### config.mk
export PLATFORM = sky130hd
export DESIGN_NAME = pedestrian_crossing
export DESIGN_NICKNAME = d
export VERILOG_FILES = /design/src/rtl/crossing_pkg.sv /design/src/rtl/phase_timer.sv /design/src/rtl/pedestrian_crossing.sv
export SDC_FILE = /design/constraint.sdc
export NUM_CORES = 1
export LEC_CHECK = 0
export BUFFER_PORTS_ARGS = -buffer_cell sky130_fd_sc_hd__buf_4
export CAP_MARGIN = 25
export CORE_MARGIN = 5
export CORE_UTILIZATION = 55
export DETAILED_ROUTE_END_ITERATION = 16
export PLACE_DENSITY_LB_ADDON = 0.15
export SKIP_CTS_REPAIR_TIMING = 1
export SLEW_MARGIN = 20
export SYNTH_ARGS = -nofsm -noshare
export SYNTH_HDL_FRONTEND = slang
export SYNTH_SLANG_ARGS = --single-unit
### constraint.sdc
create_clock -name clk -period 4.85 [get_ports clk]
set_input_delay 1.455 -clock clk [delete_from_list [all_inputs] [get_ports clk]]
set_output_delay 1.455 -clock clk [all_outputs]
set_load 0.05 [all_outputs]
### src/rtl/crossing_pkg.sv
// Shared state encoding and light-code constants for the pedestrian crossing.
package crossing_pkg;

  typedef enum logic [1:0] {
    ST_IDLE  = 2'd0,
    ST_WAIT  = 2'd1,
    ST_WALK  = 2'd2,
    ST_CLEAR = 2'd3
  } state_t;

  localparam logic [2:0] L_RED       = 3'b100;
  localparam logic [2:0] L_RED_AMBER = 3'b110;
  localparam logic [2:0] L_GREEN     = 3'b001;
  localparam logic [2:0] L_AMBER     = 3'b010;

  function automatic logic light_legal(input logic [2:0] l);
    return (l == L_RED) || (l == L_RED_AMBER) || (l == L_GREEN) || (l == L_AMBER);
  endfunction

endpackage

### src/rtl/phase_timer.sv
// Loadable down-counter timing the WALK and CLEAR phases; stops at zero.
module phase_timer #(
  parameter int CNT_W = 4
) (
  input  logic             clk,
  input  logic             rst,
  input  logic             load,
  input  logic [CNT_W-1:0] value,
  input  logic             en,
  output logic [CNT_W-1:0] count_next,
  output logic             zero
);

  logic [CNT_W-1:0] count_q;
  logic [CNT_W-1:0] count_d;

  always_comb begin
    count_d = count_q;
    if (load) begin
      count_d = value;
    end else if (en && (count_q != '0)) begin
      count_d = count_q - 1'b1;
    end
  end

  always_ff @(posedge clk or posedge rst) begin
    if (rst) begin
      count_q <= '0;
    end else begin
      count_q <= count_d;
    end
  end

  // The next value is exported so the owner can register it alongside its state.
  assign count_next = count_d;
  assign zero       = (count_q == '0);

endmodule

### src/rtl/pedestrian_crossing.sv
// Pedestrian crossing controller slaved to the traffic-light sequencer.
// Build option FLASH_CLEAR_EN: flashing walk lamp during the clearance phase.
module pedestrian_crossing
  import crossing_pkg::*;
#(
  parameter int WALK_CYCLES  = 8,
  parameter int CLEAR_CYCLES = 4,
  parameter int CNT_W        = 4
) (
  input  logic             clk,
  input  logic             rst,
  input  logic             red,
  input  logic             amber,
  input  logic             green,
  input  logic             button,
  output logic             walk,
  output logic             dont_walk,
  output logic             wait_lamp,
  output logic             hold_red,
  output logic [CNT_W-1:0] walk_count,
  output logic             fault
);

  localparam logic [CNT_W-1:0] WALK_LOAD  = CNT_W'(WALK_CYCLES - 1);
  localparam logic [CNT_W-1:0] CLEAR_LOAD = CNT_W'(CLEAR_CYCLES - 1);

  state_t           state_q, state_d;
  logic             walk_q, walk_d;
  logic             dont_walk_q, dont_walk_d;
  logic             wait_lamp_q, wait_lamp_d;
  logic             hold_red_q, hold_red_d;
  logic [CNT_W-1:0] walk_count_q, walk_count_d;
  logic             fault_q, fault_d;

  logic [2:0]       light;
  logic             pure_red;
  logic             abort;
  logic             tmr_load;
  logic [CNT_W-1:0] tmr_value;
  logic             tmr_en;
  logic [CNT_W-1:0] tmr_next;
  logic             tmr_zero;

  assign light    = {red, amber, green};
  assign pure_red = (light == L_RED);
  assign abort    = ((state_q == ST_WALK) || (state_q == ST_CLEAR)) && !pure_red;

  phase_timer #(.CNT_W(CNT_W)) u_timer (
    .clk        (clk),
    .rst        (rst),
    .load       (tmr_load),
    .value      (tmr_value),
    .en         (tmr_en),
    .count_next (tmr_next),
    .zero       (tmr_zero)
  );

  // Abort is tested before counter expiry so a lost red always wins.
  always_comb begin
    state_d   = state_q;
    tmr_load  = 1'b0;
    tmr_value = '0;
    tmr_en    = 1'b0;
    case (state_q)
      ST_IDLE: if (button) state_d = ST_WAIT;
      ST_WAIT: begin
        if (pure_red) begin
          state_d   = ST_WALK;
          tmr_load  = 1'b1;
          tmr_value = WALK_LOAD;
        end
      end
      ST_WALK: begin
        if (abort) begin
          state_d = ST_IDLE;
        end else if (tmr_zero) begin
          state_d   = ST_CLEAR;
          tmr_load  = 1'b1;
          tmr_value = CLEAR_LOAD;
        end else begin
          tmr_en = 1'b1;
        end
      end
      ST_CLEAR: begin
        if (abort || tmr_zero) begin
          state_d = ST_IDLE;
        end else begin
          tmr_en = 1'b1;
        end
      end
      default: state_d = ST_IDLE;
    endcase
  end

  // Lamps are decoded from the next state so they change on the same edge as the state.
  always_comb begin
    walk_d       = 1'b0;
    dont_walk_d  = 1'b1;
    wait_lamp_d  = 1'b0;
    hold_red_d   = 1'b0;
    walk_count_d = '0;
    fault_d      = fault_q | !light_legal(light) | abort;
    case (state_d)
      ST_WAIT: begin
        wait_lamp_d = 1'b1;
        hold_red_d  = 1'b1;
      end
      ST_WALK: begin
        walk_d       = 1'b1;
        dont_walk_d  = 1'b0;
        hold_red_d   = 1'b1;
        walk_count_d = tmr_next;
      end
      ST_CLEAR: begin
        hold_red_d   = 1'b1;
        walk_count_d = tmr_next;
`ifdef FLASH_CLEAR_EN
        dont_walk_d  = 1'b0;
        walk_d       = (state_q == ST_CLEAR) ? !walk_q : 1'b0;
`else
        dont_walk_d  = 1'b1;
        walk_d       = 1'b0;
`endif
      end
      default: ;
    endcase
  end

  always_ff @(posedge clk or posedge rst) begin
    if (rst) begin
      state_q      <= ST_IDLE;
      walk_q       <= 1'b0;
      dont_walk_q  <= 1'b1;
      wait_lamp_q  <= 1'b0;
      hold_red_q   <= 1'b0;
      walk_count_q <= '0;
      fault_q      <= 1'b0;
    end else begin
      state_q      <= state_d;
      walk_q       <= walk_d;
      dont_walk_q  <= dont_walk_d;
      wait_lamp_q  <= wait_lamp_d;
      hold_red_q   <= hold_red_d;
      walk_count_q <= walk_count_d;
      fault_q      <= fault_d;
    end
  end

  assign walk       = walk_q;
  assign dont_walk  = dont_walk_q;
  assign wait_lamp  = wait_lamp_q;
  assign hold_red   = hold_red_q;
  assign walk_count = walk_count_q;
  assign fault      = fault_q;

endmodule
==> results of run 1 <==
[cells by family (layout without fill, tap and decap cells)]
group | after synthesis | count (layout) | share of synthesized area, %
AO/OA/AOI/OAI | 14 | 14 | 13.10
flip-flops | 15 | 15 | 46.96
XOR/XNOR | 1 | 1 | 1.092
buffers and inverters | 10 | 28 | 4.835
adder cells (fa/ha/maj) | 5 | 5 | 7.800
multiplexers | 3 | 3 | 3.900
AND/OR/NAND/NOR | 29 | 29 | 22.31
[state kept, by name (all words and copies together) (netlist names)]
signal and cells:
walk 1, hold_red 1, walk_count 4, wait_lamp 1, dont_walk 1, u_timer.count_q 4
fault 1, state_q 2
[critical path: cells and delay by family]
family | cells | cell delay, ns
and+or+nand+nor | 3 | 0.98
AOI/OAI and AO/OA | 1 | 0.18
buffers and inverters | 1 | 0.13
[layer usage]
layer	vias up	track usage, %
li1	300	-
met1	293	19.40
met2	13	26.04
met3	0	4.797
met4	0	4.839
met5	-	0
[worst paths after layout]
kind / endpoint / slack, ns / depth (start not counted)
worst max-delay path: walk_count[2] / 2.30 / 5
worst min-delay path: fault / 0.48 / 1
worst max register to register: walk / 2.91 / 6
worst min register to register: fault / 0.48 / 1
max in group asynchronous: dont_walk / 3.28 / 2
min in group asynchronous: u_timer.count_q[3] / 1.21 / 2
[final cells by class]
type                       count  area (sq um)
timing repair buffer          14         105.1
sequential                    15         376.6
clock buffer                   4         26.28
fill                         107         381.6
inverter                      10         38.79
tap                           15         18.77
multi-input combinational     52         386.6
[cells in the final DEF (no fill, tap or decap), types with 3 or more instances in the layout]
cell / instances
a21oi_1: 3
clkbuf_4: 3
inv_1: 9
nand3_1: 4
ha_1: 5
buf_4: 14
nand2_1: 5
dfrtp_1: 14
nor2_1: 7
[power groups by stage]
stage	registers [mW]	logic, mW	clock network (mW)
2_1_floorplan	0.229	0.112	0
3_3_place_gp	0.184	0.210	0
3_5_place_dp	0.185	0.215	0
4_1_cts	0.183	0.216	0.0715
5_1_grt	0.187	0.241	0.0793
6_report	0.183	0.215	0.0690
[stage by stage]
stage | hold WS, ns | power (mW) | instance area [sq um]
after CTS | 0.4869 | 0.4698 | 952.2
after floorplan | 0.5302 | 0.3417 | 802.0
final | 0.4818 | 0.4664 | 952.2
after global placement | 0.4652 | 0.3937 | 925.9
after detailed placement | 0.4635 | 0.4003 | 925.9
after global routing | 0.5021 | 0.5077 | 952.2
==> results.json, run 1 <==
{
  "min_path_type": "flop to flop",
  "fin_util_pct": 71.39,
  "synth-edff-count": 0,
  "setup_viol": 0,
  "post_drt_wl_per_cell_microns": 13.21,
  "clock_skew_ns": 0.003963,
  "antenna_cells": 0,
  "netlist_area_sq_um": 802.0,
  "fin_crit_ns": 2.547,
  "synth_area_leaders": "dfrtp_1 (44%), ha_1 (7.8%), inv_1 (4.2%)",
  "coreArea_sq_um": 1334,
  "setup_ws_ns": 2.303,
  "dr.pass1.iters": 4,
  "ys.flop_type": "dfrtp_1",
  "fin_nets": 107,
  "crit_path_max_fanout": 7,
  "yosysTopAreaCell": "dfrtp_1",
  "cellLeakagePower_nw": 0.4735,
  "slew_headroom_pct": 65.19,
  "crit_arrival_ns": 2.75,
  "ys_ff_latch": 15,
  "slew_viol_final": 0,
  "die_x_microns": 48.19,
  "drive_gt1_share_pct": 28.42,
  "ir_worst_vdd_v": 0.0002449,
  "max_cap_viol_count": 0,
  "rr_startpoint": "u_timer.count_q[0]",
  "fp.dieArea_sq_um": 2322,
  "synth_warnings": 0,
  "startpoint_type": "input port",
  "area_growth_pct": 18.72,
  "antenna_found_initial": 0,
  "holdCritStartpoint": "fault",
  "hold_viol_final": 0,
  "fmax_mhz": 392.7,
  "vias": 606,
  "wl_mm": 1.453,
  "worstMarginPinSlew_ns": 0.5215,
  "crit_path_end_kind": "flop",
  "swShare_pct": 42.88,
  "synth_seq_area_share_pct": 46.96,
  "syn-num-nets": 88,
  "place_inst": 106,
  "path_clk_slew_ns": 0.09,
  "finalNonFillerCells": 110,
  "place_hpwl_mm": 1.175,
  "synthArstFlopShare_pct": 100.0,
  "drt-vias-per-instance": 5.509,
  "required_ns": 5.05,
  "synth_cell_types": 32,
  "p_sw_mw": 0.2000,
  "wl_met2_microns": 733,
  "wl_met3_microns": 93,
  "cts_sinks": 15,
  "status": "completed",
  "clockRootBuffer": "clkbuf_4",
  "numCtsBuffers": 3,
  "wl_met1_microns": 626,
  "syn_inst": 77,
  "clockBufferDepth": 2,
  "drc": 0,
  "avgSynthCellArea_sq_um": 10.42,
  "cts-htree-levels": 1,
  "cpPeakStageDelay_ns": 0.51,
  "start_util_pct": 60.13,
  "post-synth-top-area-fraction_pct": 43.68,
  "die_h_microns": 48.19,
  "grt_first_pass_wirelength_mm": 2.532,
  "place_congestion": 0.8158,
  "top_layer": "met3",
  "pin_count": 15,
  "worstPathCellList": "buf_4 -> nor3b_4 -> nand2_2 -> or4b_1 -> a31oi_1",
  "yosysMostFrequentCell": "dfrtp_1",
  "synth_commonest_cells": "dfrtp_1 (14), inv_1 (9), nor2_1 (7)",
  "portBuffers": 14,
  "power.internal_mw": 0.2665,
  "crit_start": "amber",
  "rsz0062_at_grt": "false",
  "share_comb_of_total_power_pct": 46.1,
  "overflow": 0,
  "drt-initial-drc-count": 9,
  "clkPwrFrac_pct": 14.8,
  "cts_tree": "yes",
  "clkLatencyLatePin_ns": 0.28,
  "pwr-share-seq_pct": 39.1,
  "first_global_vias": 597,
  "ant_nets": 0,
  "rows": 13,
  "slowest_stage": "or4b_1",
  "fin_crit_sh_pct": 52.51,
  "p_per_area_nw_per_um2": 489.9,
  "grt_max_degree": 16,
  "place_ws_ns": 2.024,
  "setup_tns_ns": 0,
  "critPathKind": "input port to flop",
  "track_usage_pct": 15.68
}
(Power assumes the default switching activity.)
==> inputs of run 2 (changes only) <==
--- a/config.mk
+++ b/config.mk
@@ -8,7 +8,7 @@
 export BUFFER_PORTS_ARGS = -buffer_cell sky130_fd_sc_hd__buf_4
 export CAP_MARGIN = 25
 export CORE_MARGIN = 5
-export CORE_UTILIZATION = 55
+export CORE_UTILIZATION = 52
 export DETAILED_ROUTE_END_ITERATION = 16
 export PLACE_DENSITY_LB_ADDON = 0.15
 export SKIP_CTS_REPAIR_TIMING = 1
==> constraint.sdc (replaced) <==
create_clock -name clk -period 2.67 [get_ports clk]
set_input_delay 0.801 -clock clk [delete_from_list [all_inputs] [get_ports clk]]
set_output_delay 0.801 -clock clk [all_outputs]
set_load 0.05 [all_outputs]
==> run 2 against run 1 <==
Against the previous run:
- power up 80%
- utilization is 7.4 points lower
- first-iteration DRC count shrank 22%
- design area increased by 0.13%
- sequential share of layout area is 0.052 points lower
- register-to-register slack worse by 2.2 ns
- via count down 1.3%
- largest cell class unchanged
- largest power group unchanged
==> results.json, run 2 (synthesized netlist as in run 1, its figures left out) <==
{
  "fin_crit_ns": 1.928,
  "final_area_sq_um": 953.4,
  "fin_nets": 107,
  "start_util_pct": 53.87,
  "fp.dieArea_sq_um": 2428,
  "die_x_microns": 49.27,
  "path_clk_slew_ns": 0.08,
  "clock_skew_ns": 0.001020,
  "first_global_vias": 640,
  "drive_gt1_share_pct": 28.42,
  "cpPeakStageDelay_ns": 0.41,
  "clockRootBuffer": "clkbuf_4",
  "wl_mm": 1.391,
  "p_per_area_nw_per_um2": 879.5,
  "min_path_type": "flop to flop",
  "slew_viol_final": 0,
  "crit_path_end_kind": "flop",
  "place_congestion": 0.8055,
  "cellLeakagePower_nw": 0.4735,
  "grt_first_pass_wirelength_mm": 2.546,
  "dpl_cell_area_sq_um": 927.1,
  "track_usage_pct": 13.05,
  "setup_viol": 0,
  "coreArea_sq_um": 1489,
  "critPathKind": "flop to flop",
  "cts-htree-levels": 1,
  "ir_worst_vdd_v": 0.0004845,
  "worstPathCellList": "inv_1 -> ha_1 -> nor3b_2 -> mux2_2 -> o22a_1 -> and2_1",
  "setup_tns_ns": 0,
  "fin_crit_sh_pct": 72.21,
  "fmax_mhz": 518.7,
  "dr.pass1.iters": 4,
  "slew_headroom_pct": 64.74,
  "startpoint_type": "flop",
  "ant_nets": 0,
  "numCtsBuffers": 3,
  "clkLatencyLatePin_ns": 0.27,
  "antenna_found_initial": 0,
  "cts_sinks": 15,
  "crit_arrival_ns": 2.09,
  "post_drt_wl_per_cell_microns": 12.53,
  "die_h_microns": 49.27,
  "cts_tree": "yes",
  "status": "completed",
  "rows": 14,
  "place_hpwl_mm": 1.158,
  "clockBufferDepth": 2,
  "overflow": 0,
  "worstMarginPinSlew_ns": 0.5283,
  "slowest_stage": "dfrtp_1",
  "drt-vias-per-instance": 5.387,
  "area_growth_pct": 18.88,
  "drt-initial-drc-count": 7,
  "mostFrequentLayoutCells": "dfrtp_1 (14), buf_4 (14), inv_1 (9), nor2_1 (7)",
  "crit_path_max_fanout": 5,
  "rsz0062_at_grt": "false",
  "portBuffers": 14,
  "hold_viol_final": 0,
  "vias": 598,
  "required_ns": 2.84,
  "antenna_cells": 0,
  "pin_count": 15,
  "max_cap_viol_count": 0,
  "drc": 0,
  "grt_max_degree": 16
}
run 2: cell counts in the layout (fill, tap and decap cells not counted):
No cell type changed its count.
run 2: where the power goes:
part           switching, mW  total (mW)  leakage (nW)  internal (mW)
Combinational          0.248       0.388         0.273          0.140
Clock                 0.0622       0.120        0.0150         0.0578
Sequential            0.0427       0.330         0.185          0.288
run 2: worst paths after layout:
kind,startpoint,end,slack (ns),depth (start not counted)
min reg2reg,fault,fault,0.51,1
min,fault,fault,0.51,1
max,u_timer.count_q[0],walk,0.74,6
max reg2reg,u_timer.count_q[0],walk,0.74,6
max in group asynchronous,rst,dont_walk,1.74,2
min in group asynchronous,rst,u_timer.count_q[2],0.56,2
run 2: cell type report:
type / count / area [sq um]
inverter: 10 / 38.79
multi-input combinational: 52 / 386.6
timing repair buffer: 14 / 105.1
fill: 128 / 535.5
sequential: 15 / 376.6
clock buffer: 4 / 26.28
tap: 16 / 20.02
run 2: critical path, delay by kind of cell, from the launching register on:
family | cells | cell delay [ns]
compound gates | 1 | 0.25
fa+ha+maj | 1 | 0.21
buf+inv | 1 | 0.07
flops | 1 | 0.41
mux | 1 | 0.37
simple gates | 2 | 0.51
run 2: routing by layer:
metal,up-vias,track usage (%),wire [microns]
met1,283,15.16,591
met4,0,2.691,27
met3,4,5.505,66
met2,11,22.10,706
li1,300,-,-
met5,-,0,0
run 2: through the flow:
stage / power, mW / hold slack, ns / instances / worst slack [ns] / util, %
final: 0.8385 / 0.5079 / 111 / 0.7420 / 64.03
after global routing: 0.9120 / 0.5595 / 111 / 0.6198 / 64.03
after CTS: 0.8456 / 0.5277 / 111 / 0.7420 / 64.03
after detailed placement: 0.7246 / 0.5063 / 107 / 0.5110 / 62.27
after global placement: 0.7192 / 0.4680 / 107 / 0.5355 / 62.27
after floorplan: 0.6207 / 0.5302 / 77 / 0.7280 / -
==> inputs of run 3 (changes only) <==
--- a/config.mk
+++ b/config.mk
@@ -5,10 +5,11 @@
 export SDC_FILE = /design/constraint.sdc
 export NUM_CORES = 1
 export LEC_CHECK = 0
+export ABC_AREA = 1
 export BUFFER_PORTS_ARGS = -buffer_cell sky130_fd_sc_hd__buf_4
 export CAP_MARGIN = 25
 export CORE_MARGIN = 5
-export CORE_UTILIZATION = 52
+export CORE_UTILIZATION = 47
 export DETAILED_ROUTE_END_ITERATION = 16
 export PLACE_DENSITY_LB_ADDON = 0.15
 export SKIP_CTS_REPAIR_TIMING = 1
==> constraint.sdc (replaced) <==
create_clock -name clk -period 1.6 [get_ports clk]
set_input_delay 0.48 -clock clk [delete_from_list [all_inputs] [get_ports clk]]
set_output_delay 0.48 -clock clk [all_outputs]
set_load 0.05 [all_outputs]
==> run 3 against run 2 <==
Against the previous run:
- cell count up 26%
- critical path depth up 3
- largest cell class unchanged
- die area is 11% higher
- clock power increased by 90%
- critical path type unchanged
==> results.json, run 3 <==
{
  "post-synth-top-area-fraction_pct": 42.23,
  "cts-htree-levels": 1,
  "synthArstFlopShare_pct": 100.0,
  "cts_tree": "yes",
  "slew_headroom_pct": 63.03,
  "drt-initial-drc-count": 5,
  "fin_util_pct": 60.29,
  "avgSynthCellArea_sq_um": 8.552,
  "track_usage_pct": 14.30,
  "drt-vias-per-instance": 4.821,
  "hold_viol_final": 0,
  "syn-num-nets": 108,
  "setup_viol": 0,
  "startpoint_type": "flop",
  "synth_area_leaders": "dfrtp_1 (42%), nand2_1 (11%), ha_1 (7.5%)",
  "antenna_cells": 0,
  "p_per_area_nw_per_um2": 1446,
  "crit_arrival_ns": 1.74,
  "overflow": 0,
  "setup_tns_ns": 0,
  "synth_commonest_cells": "nand2_1 (25), inv_1 (15), dfrtp_1 (14)",
  "fin_crit_sh_pct": 96.41,
  "yosysTopAreaCell": "dfrtp_1",
  "grt_first_pass_wirelength_mm": 2.822,
  "pwr-share-seq_pct": 35.0,
  "dr.pass1.iters": 4,
  "status": "completed",
  "drc": 0,
  "synth_cell_types": 24,
  "synth_seq_area_share_pct": 45.40,
  "slew_viol_final": 0,
  "ir_worst_vdd_v": 0.0008024,
  "clockRootBuffer": "clkbuf_4",
  "ant_nets": 0,
  "area_growth_pct": 24.13,
  "crit_path_end_kind": "flop",
  "clkPwrFrac_pct": 15.3,
  "die_x_microns": 52.01,
  "power.internal_mw": 0.8059,
  "post_drt_wl_per_cell_microns": 12.24,
  "ys.flop_type": "dfrtp_1",
  "pin_count": 15,
  "clockBufferDepth": 2,
  "worstMarginPinSlew_ns": 0.5540,
  "fin_nets": 127,
  "multi_input_area_sq_um": 421.7,
  "yosysMostFrequentCell": "nand2_1",
  "drive_gt1_share_pct": 38.26,
  "syn_inst": 97,
  "mostFrequentLayoutCells": "nand2_1 (23), inv_1 (14), dfrtp_1 (14), buf_4 (14)",
  "critPathKind": "flop to flop",
  "clkLatencyLatePin_ns": 0.30,
  "r2r_cells": 9,
  "fp.dieArea_sq_um": 2705,
  "max_cap_viol_count": 0,
  "synth_warnings": 0,
  "antenna_found_initial": 0,
  "fill_cells": 160,
  "numCtsBuffers": 3,
  "required_ns": 1.79,
  "portBuffers": 14,
  "coreArea_sq_um": 1708,
  "wl_mm": 1.714,
  "finalPower_mw": 1.489,
  "path_clk_slew_ns": 0.10,
  "crit_path_max_fanout": 7,
  "first_global_vias": 659,
  "fin_crit_ns": 1.543,
  "swShare_pct": 45.88,
  "cts_sinks": 15,
  "cellLeakagePower_nw": 0.5387,
  "grt_max_degree": 16,
  "final-seq-area_sq_um": 376.6,
  "place_congestion": 0.7999,
  "synth-edff-count": 0,
  "rows": 15,
  "ys_ff_latch": 15,
  "p_sw_mw": 0.6832,
  "place_hpwl_mm": 1.253,
  "min_path_type": "input port to asynchronous set/reset pin",
  "final_common_cell": "nand2_1",
  "share_comb_of_total_power_pct": 49.6,
  "start_util_pct": 48.57,
  "netlist_area_sq_um": 829.5,
  "clock_skew_ns": 0.005664,
  "fmax_mhz": 648.3,
  "die_h_microns": 52.01,
  "vias": 675
}
## run 3: cell count changes after synthesis, moves of 2 or more
| cell | change |
|---|---|
| inv_2 | +3 |
| nand3_2 | +4 |
| nand2_2 | +2 |
| o21ai_1 | +2 |
| a31oi_1 | -2 |
| mux2i_1 | -2 |
| nor3_1 | -2 |
| inv_1 | +6 |
| nand2_1 | +20 |
## run 3: worst paths after layout
path / to / startpoint / slack, ns
worst max-delay path: wait_lamp / state_q[0] / 0.06
worst min-delay path: state_q[1] / rst / 0.22
worst max register to register: wait_lamp / state_q[0] / 0.06
worst min register to register: u_timer.count_q[1] / u_timer.count_q[1] / 0.51
max in group asynchronous: dont_walk / rst / 1.00
min in group clk: u_timer.count_q[1] / u_timer.count_q[1] / 0.51
## run 3: area by class of cell
class / count / area share, %
well taps: 25 / 3.038
clock inverters: 1 / 0.4860
multi-input cells: 64 / 40.95
inverters: 18 / 6.561
flip-flops and latches: 15 / 36.57
clock buffers: 3 / 2.187
repair buffers: 14 / 10.21
## run 3: worst max-delay path, cell delays in order (launching register included)
cell and delay, ns:
dfrtp_1 0.42, inv_2 0.08, ha_4 0.16, or2_4 0.26, nand2_2 0.08, nand3_2 0.07
nand2_2 0.10, nand3_4 0.12, inv_2 0.10, nor2_1 0.04
## run 3: cell families after synthesis
logic type / synth area share [%]
simple gates: 32.88
compound gates: 4.977
flops: 45.40
xor+xnor: 1.056
buf+inv: 8.144
fa+ha+maj: 7.541
## run 3: metal layers
metal	vias up	global-route usage [%]	wire length, microns
li1	335	-	-
met1	311	17.21	724
met2	24	24.27	867
met3	5	2.006	91
met4	0	7.860	30
met5	-	0	0
## run 3: power groups by stage
stage	clock, mW	combinational, mW	sequential (mW)
2_1_floorplan	0	0.403	0.647
3_3_place_gp	0	0.676	0.524
3_5_place_dp	0	0.687	0.526
4_1_cts	0.232	0.699	0.518
5_1_grt	0.253	0.824	0.533
6_report	0.228	0.739	0.522
## run 3: through the flow
stage | hold WS (ns) | area [sq um] | instances | setup WS [ns]
6_report | 0.2221 | 1030 | 140 | 0.05749
5_1_grt | 0.2787 | 1030 | 140 | -0.03571
4_1_cts | 0.2436 | 993.5 | 140 | -0.03644
3_5_place_dp | 0.4947 | 965.9 | 136 | -0.01465
3_3_place_gp | 0.4850 | 965.9 | 136 | 0.04536
2_1_floorplan | 0.3808 | 829.5 | 97 | 0.1149
